### src/rtl/data_mem_responder_if.sv
// data_mem_responder_if
//   Request/response handshake bundle between a datapath memory stage
//   (master) and the data memory responder (slave).
//   Request  : req_valid, req_ready, req_write, req_addr[15:0], req_wdata[15:0]
//   Response : resp_valid, resp_ready, resp_rdata[15:0], resp_err
interface data_mem_responder_if;
  logic        req_valid;
  logic        req_ready;
  logic        req_write;
  logic [15:0] req_addr;
  logic [15:0] req_wdata;
  logic        resp_valid;
  logic        resp_ready;
  logic [15:0] resp_rdata;
  logic        resp_err;

  modport master (
    output req_valid, req_write, req_addr, req_wdata, resp_ready,
    input  req_ready, resp_valid, resp_rdata, resp_err
  );

  modport slave (
    input  req_valid, req_write, req_addr, req_wdata, resp_ready,
    output req_ready, resp_valid, resp_rdata, resp_err
  );
endinterface

### src/rtl/data_mem_responder.sv
// data_mem_responder
//   Multi-cycle word-addressed 16-bit data memory with a fixed number of
//   wait states and a single outstanding transaction.
//   Parameters:
//     DEPTH       - number of 16-bit words (valid addresses 0..DEPTH-1)
//     WAIT_CYCLES - wait states between accept and response (0..15)
//   Ports:
//     clk   - rising-edge clock
//     reset - synchronous active-high reset
//     bus   - slave side of data_mem_responder_if (request/response handshake)
module data_mem_responder #(
  parameter int DEPTH       = 256,
  parameter int WAIT_CYCLES = 2
) (
  input  logic                 clk,
  input  logic                 reset,
  data_mem_responder_if.slave  bus
);

  localparam int          AW         = (DEPTH > 1) ? $clog2(DEPTH) : 1;
  localparam logic [16:0] DEPTH_EXT  = 17'(DEPTH);
  localparam logic [3:0]  CNT_LOAD   = (WAIT_CYCLES > 0) ? 4'(WAIT_CYCLES - 1) : 4'd0;

  typedef enum logic [1:0] {
    S_IDLE = 2'd0,
    S_WAIT = 2'd1,
    S_RESP = 2'd2
  } state_t;

  state_t      r_state;
  state_t      w_state_next;

  logic        r_write;
  logic [15:0] r_addr;
  logic [15:0] r_wdata;
  logic [3:0]  r_cnt;
  logic [15:0] r_rdata;
  logic        r_err;
  logic [15:0] r_mem [DEPTH];

  logic        w_accept;
  logic        w_enter_resp;
  logic        w_resp_done;
  logic        w_cur_write;
  logic [15:0] w_cur_addr;
  logic [15:0] w_cur_wdata;
  logic        w_addr_err;
  logic [AW-1:0] w_idx;

  // With zero wait states the memory access happens on the accept edge
  // itself, before the captured registers are valid, so the live request
  // fields are used while still in IDLE.
  assign w_cur_write = (r_state == S_IDLE) ? bus.req_write : r_write;
  assign w_cur_addr  = (r_state == S_IDLE) ? bus.req_addr  : r_addr;
  assign w_cur_wdata = (r_state == S_IDLE) ? bus.req_wdata : r_wdata;

  // Full 16-bit range check so out-of-range addresses never alias.
  assign w_addr_err  = ({1'b0, w_cur_addr} >= DEPTH_EXT);
  assign w_idx       = w_cur_addr[AW-1:0];

  // Handshake outputs decode only from the state register.
  assign bus.req_ready  = (r_state == S_IDLE);
  assign bus.resp_valid = (r_state == S_RESP);
  assign bus.resp_rdata = r_rdata;
  assign bus.resp_err   = r_err;

  always_comb begin
    w_state_next = r_state;
    w_accept     = 1'b0;
    w_enter_resp = 1'b0;
    w_resp_done  = 1'b0;
    case (r_state)
      S_IDLE: begin
        if (bus.req_valid) begin
          w_accept = 1'b1;
          if (WAIT_CYCLES == 0) begin
            w_state_next = S_RESP;
            w_enter_resp = 1'b1;
          end else begin
            w_state_next = S_WAIT;
          end
        end
      end
      S_WAIT: begin
        if (r_cnt == 4'd0) begin
          w_state_next = S_RESP;
          w_enter_resp = 1'b1;
        end
      end
      S_RESP: begin
        if (bus.resp_ready) begin
          w_resp_done  = 1'b1;
          w_state_next = S_IDLE;
        end
      end
      default: w_state_next = S_IDLE;
    endcase
  end

  always_ff @(posedge clk) begin
    if (reset) begin
      r_state <= S_IDLE;
      r_write <= 1'b0;
      r_addr  <= '0;
      r_wdata <= '0;
      r_cnt   <= '0;
      r_rdata <= '0;
      r_err   <= 1'b0;
    end else begin
      r_state <= w_state_next;
      if (w_accept) begin
        r_write <= bus.req_write;
        r_addr  <= bus.req_addr;
        r_wdata <= bus.req_wdata;
        r_cnt   <= CNT_LOAD;
      end else if ((r_state == S_WAIT) && (r_cnt != 4'd0)) begin
        r_cnt <= r_cnt - 4'd1;
      end
      if (w_enter_resp) begin
        r_rdata <= (!w_cur_write && !w_addr_err) ? r_mem[w_idx] : 16'd0;
        r_err   <= w_addr_err;
      end else if (w_resp_done) begin
        r_rdata <= '0;
        r_err   <= 1'b0;
      end
    end
  end

  // Storage is never cleared; reset only suppresses a write on its edge.
  always_ff @(posedge clk) begin
    if (!reset && w_enter_resp && w_cur_write && !w_addr_err) begin
      r_mem[w_idx] <= w_cur_wdata;
    end
  end

endmodule
### src/flat_wrapper.sv
// flat-port wrapper written by rule: the top's interface ports become plain ports
module data_mem_responder_flat 
#(
  parameter int DEPTH       = 256,
  parameter int WAIT_CYCLES = 2
)
  (clk, reset, bus_req_valid, bus_req_write, bus_req_addr, bus_req_wdata, bus_resp_ready, bus_req_ready, bus_resp_valid, bus_resp_rdata, bus_resp_err);
  data_mem_responder_if bus_i ();
  input  logic clk;
  input  logic reset;
  input wire logic [$bits(bus_i.req_valid)-1:0] bus_req_valid;
  input wire logic [$bits(bus_i.req_write)-1:0] bus_req_write;
  input wire logic [$bits(bus_i.req_addr)-1:0] bus_req_addr;
  input wire logic [$bits(bus_i.req_wdata)-1:0] bus_req_wdata;
  input wire logic [$bits(bus_i.resp_ready)-1:0] bus_resp_ready;
  output wire logic [$bits(bus_i.req_ready)-1:0] bus_req_ready;
  output wire logic [$bits(bus_i.resp_valid)-1:0] bus_resp_valid;
  output wire logic [$bits(bus_i.resp_rdata)-1:0] bus_resp_rdata;
  output wire logic [$bits(bus_i.resp_err)-1:0] bus_resp_err;
  assign bus_i.req_valid = bus_req_valid;
  assign bus_i.req_write = bus_req_write;
  assign bus_i.req_addr = bus_req_addr;
  assign bus_i.req_wdata = bus_req_wdata;
  assign bus_i.resp_ready = bus_resp_ready;
  assign bus_req_ready = bus_i.req_ready;
  assign bus_resp_valid = bus_i.resp_valid;
  assign bus_resp_rdata = bus_i.resp_rdata;
  assign bus_resp_err = bus_i.resp_err;
  data_mem_responder #(.DEPTH(DEPTH), .WAIT_CYCLES(WAIT_CYCLES)) u_core (.clk(clk), .reset(reset), .bus(bus_i));
endmodule
### config.mk
export PLATFORM = sky130hd
export DESIGN_NAME = data_mem_responder_flat
export DESIGN_NICKNAME = d
export VERILOG_FILES = /design/src/rtl/data_mem_responder_if.sv /design/src/rtl/data_mem_responder.sv /design/src/flat_wrapper.sv
export SDC_FILE = /design/constraint.sdc
export NUM_CORES = 2
export LEC_CHECK = 0
export BUFFER_PORTS_ARGS = -buffer_cell sky130_fd_sc_hd__buf_2
export CORE_AREA = 2 2 497 499
export DETAILED_ROUTE_END_ITERATION = 16
export DIE_AREA = 0 0 499 501
export PLACE_DENSITY_LB_ADDON = 0.08
export SLEW_MARGIN = 20
export SYNTH_ARGS = -nofsm -noshare
export SYNTH_HDL_FRONTEND = slang
export SYNTH_SLANG_ARGS = --single-unit
### constraint.sdc
create_clock -name clk -period 13.2 [get_ports clk]
set_clock_uncertainty 0.15 [all_clocks]
set_input_delay 1.32 -clock clk [delete_from_list [all_inputs] [get_ports clk]]
set_output_delay 1.32 -clock clk [all_outputs]
set_load 0.05 [all_outputs]
==> impl_metrics.tcl <==
set metrics [dict create \
    portBuffers 55 \
    place.gp.congestion 0.856 \
    postCtsHoldBufs 0 \
    final.min_clock_period_ns 6.57 \
    first_global_vias 86999 \
    synth_area_leaders "edfxtp_1 82%, o22ai_1 8.0%, o21ai_0 2.8%, a41oi_1 1.4%, buf_2 1.2%" \
    fmax_mhz 152 \
    synth_edf_count 4096 \
    final_hold_viol_count 0 \
    grt_first_pass_wirelength_mm 639 \
    dieHeight_um 501 \
    endpoint_kind "register" \
    fin_setup_tns_ns 0 \
    pin_count 56 \
    maxCapViolations 0 \
    synth_compound_area_share_pct 14.0 \
    clkTransAtPathRegs_ns 0.06 \
    drc_errors 0 \
    via_count 91937 \
    async_flop_share_pct 0 \
    crit_type "register to register" \
    status "completed" \
    arrival_ns 7.31 \
    final_nets 9130 \
    synth-main-ff-cell "edfxtp_1" \
    setup_violations 0 \
    vias_per_cell 7.27 \
    totalWireLength_mm 457 \
    dp_slack_ns 6.33 \
    cts_resized 0 \
    fp.dieW_um 499 \
    final-max-slew-violation-count 0 \
    wl_per_cell_um 36.1 \
    clock_path_buffers 4 \
    core_area_um2 245000 \
    drtIter0Drc 16582 \
    antenna_found_initial 25 \
    crit_path_max_incr_delay_ns 0.78 \
    yosys.area_share.simple_pct 1.53 \
    cts_tree "yes" \
    cts_setup_buffers 0 \
    synth_seq_cells 4152 \
    clock-root-buffer "clkbuf_16" \
    synth_top_family_by_area "compound AO/OA/AOI/OAI gates" \
    fin_crit_sh_pct 49.8 \
    stdcell_area_um2 169000 \
    path_cells "buf_4 > or2_1 > buf_4 > a31oi_4 > buf_4 > buf_12 > buf_4 > o22ai_1 > o21ai_0 > a41oi_1 > nor4_2 > buf_6 > o22ai_1 > o31ai_1" \
    syn_area_um2 151000 \
    yosysWarnings 0 \
    cts_num_sinks 4152 \
    leakagePower_nw 51.3 \
    min_path_type "register to register" \
    yosys-mux-area-fraction_pct 0.0166 \
    clk_latency_ns 1.01 \
    final_antenna_net_count 0 \
    hpwl_mm 250 \
    syn_nets 8845 \
    final_common_cell "edfxtp_1" \
    placed_area_um2 156000 \
    synth_area_per_cell_um2 17.1 \
    slowest_stage "buf_4" \
    cp_common_cell "buf_4" \
    yosysTopAreaCellShare_pct 81.6 \
    r2r_slack_ns 6.63 \
    powerDensity_nw_per_um2 176 \
    start_util_pct 61.6 \
    ir_drop_v 0.000144 \
    synth-xor-area-share_pct 0.0174 \
    cp_max_fo 121 \
    mostFrequentLayoutCells "4,096 x edfxtp_1, 1,940 x o22ai_1, 847 x o21ai_0" \
    dieArea_um2 250000 \
    area_growth_pct 12.3 \
    synthCells 8807 \
    grt_max_degree 199 \
    crit_path_start_kind "register" \
    critPathBufInv 6 \
    yosys.area.top_type "edfxtp_1" \
    synthDistinctLibCells 48 \
    htreeDepth 5 \
    yosysSeqAreaShare_pct 82.3 \
    critPathRequiredTime_ns 13.95 \
    final_layout_size_suffix_gt1_share_pct 12.8 \
    cts_made_buffers 412 \
    critPathTopFamily "buffers and inverters" \
    slew_headroom_pct 12.2 \
    setup_slack_ns 6.63 \
    dr.pass1.iters 6 \
    rows 182 \
    placedCellCount 11896 \
    synth_fa_ha_area_share_pct 0.00830 \
    tightest_slew_ns 1.30 \
    final_cells 12649 \
    grt-ovfl-total 0 \
    track_usage_pct 36.0 \
    rsz0062_at_grt "no" \
]
routing by layer:
layer,track usage [%],wire [µm]
met1,51.8,168000
met2,52.6,204000
met3,9.23,63000
met4,15.7,21900
met5,0,102
where the power goes:
part           total, mW  internal [mW]  switching (mW)
combinational       3.38          0.713            2.66
sequential          15.0           15.0          0.0193
clock               11.4           6.58            4.82
total               29.8           22.3            7.51
final timing paths:
check	start	end	cells after the start
worst max register to register	u_core.r_state[1]	u_core.bus.resp_rdata[5]	14
worst min-delay path	u_core.r_wdata[2]	u_core.r_wdata[2]	2
worst min register to register	u_core.r_wdata[2]	u_core.r_wdata[2]	2
worst max-delay path	u_core.r_state[1]	u_core.bus.resp_rdata[5]	14
flip-flops by register name (all words and copies together), names as in the netlist:
register and cells:
u_core.r_mem 4096, u_core.bus.resp_rdata 16, u_core.r_addr 16, u_core.r_wdata 16
u_core.r_cnt 4, u_core.r_state 2, u_core.bus.resp_err 1, u_core.r_write 1
cell usage after synthesis, types with 7 or more instances:
| cell type | count |
|---|---|
| o41ai_1 | 26 |
| dfxtp_1 | 56 |
| o31ai_1 | 12 |
| a41oi_1 | 241 |
| buf_6 | 7 |
| nand2b_1 | 9 |
| nor4_1 | 47 |
| nand4_1 | 9 |
| nand3_1 | 14 |
| o22ai_1 | 1940 |
| inv_1 | 10 |
| a21oi_1 | 107 |
| buf_4 | 44 |
| o21a_1 | 8 |
| a22oi_1 | 128 |
| o21ai_1 | 125 |
| nor2_1 | 267 |
| clkbuf_1 | 218 |
| buf_2 | 361 |
| edfxtp_1 | 4096 |
| o21ai_0 | 849 |
| buf_1 | 15 |
| nand2_1 | 170 |
worst reg2reg max path, cell delays in order, from the launching register on:
cell and delay, ns:
dfxtp_1 0.30, buf_4 0.17, or2_1 0.23, buf_4 0.27
a31oi_4 0.80, buf_4 0.73, buf_12 0.54, buf_4 1.05
o22ai_1 0.22, o21ai_0 0.30, a41oi_1 0.26, nor4_2 0.65
buf_6 0.25, o22ai_1 0.26, o31ai_1 0.32
kinds of logic after synthesis:
logic type	after synthesis
AOI/OAI and AO/OA	3451
xor gates and xnor gates	3
adders and majority gates	1
buffers and inverters	656
DFF	4152
muxes	2
and+or+nand+nor	542
stage by stage:
stage               power, mW  hold WS [ns]  utilization (%)
global route             30.4         0.318             69.2
CTS                      29.7         0.306             69.1
global placement         18.4         0.292             63.7
finish                   29.8         0.308             69.2
detailed placement       18.5         0.297             63.8
floorplan                17.2         0.286                -
final cells by class:
type	instances	area (µm²)
sequential	4152	124000
multi-input combinational	3999	24200
clock buffer	528	11000
inverter	11	46.3
fill	15519	75400
antenna	12	30.0
timing repair buffer	516	4000
clock inverter	211	1960
tap	3220	4030
(Power assumes the default switching activity.)
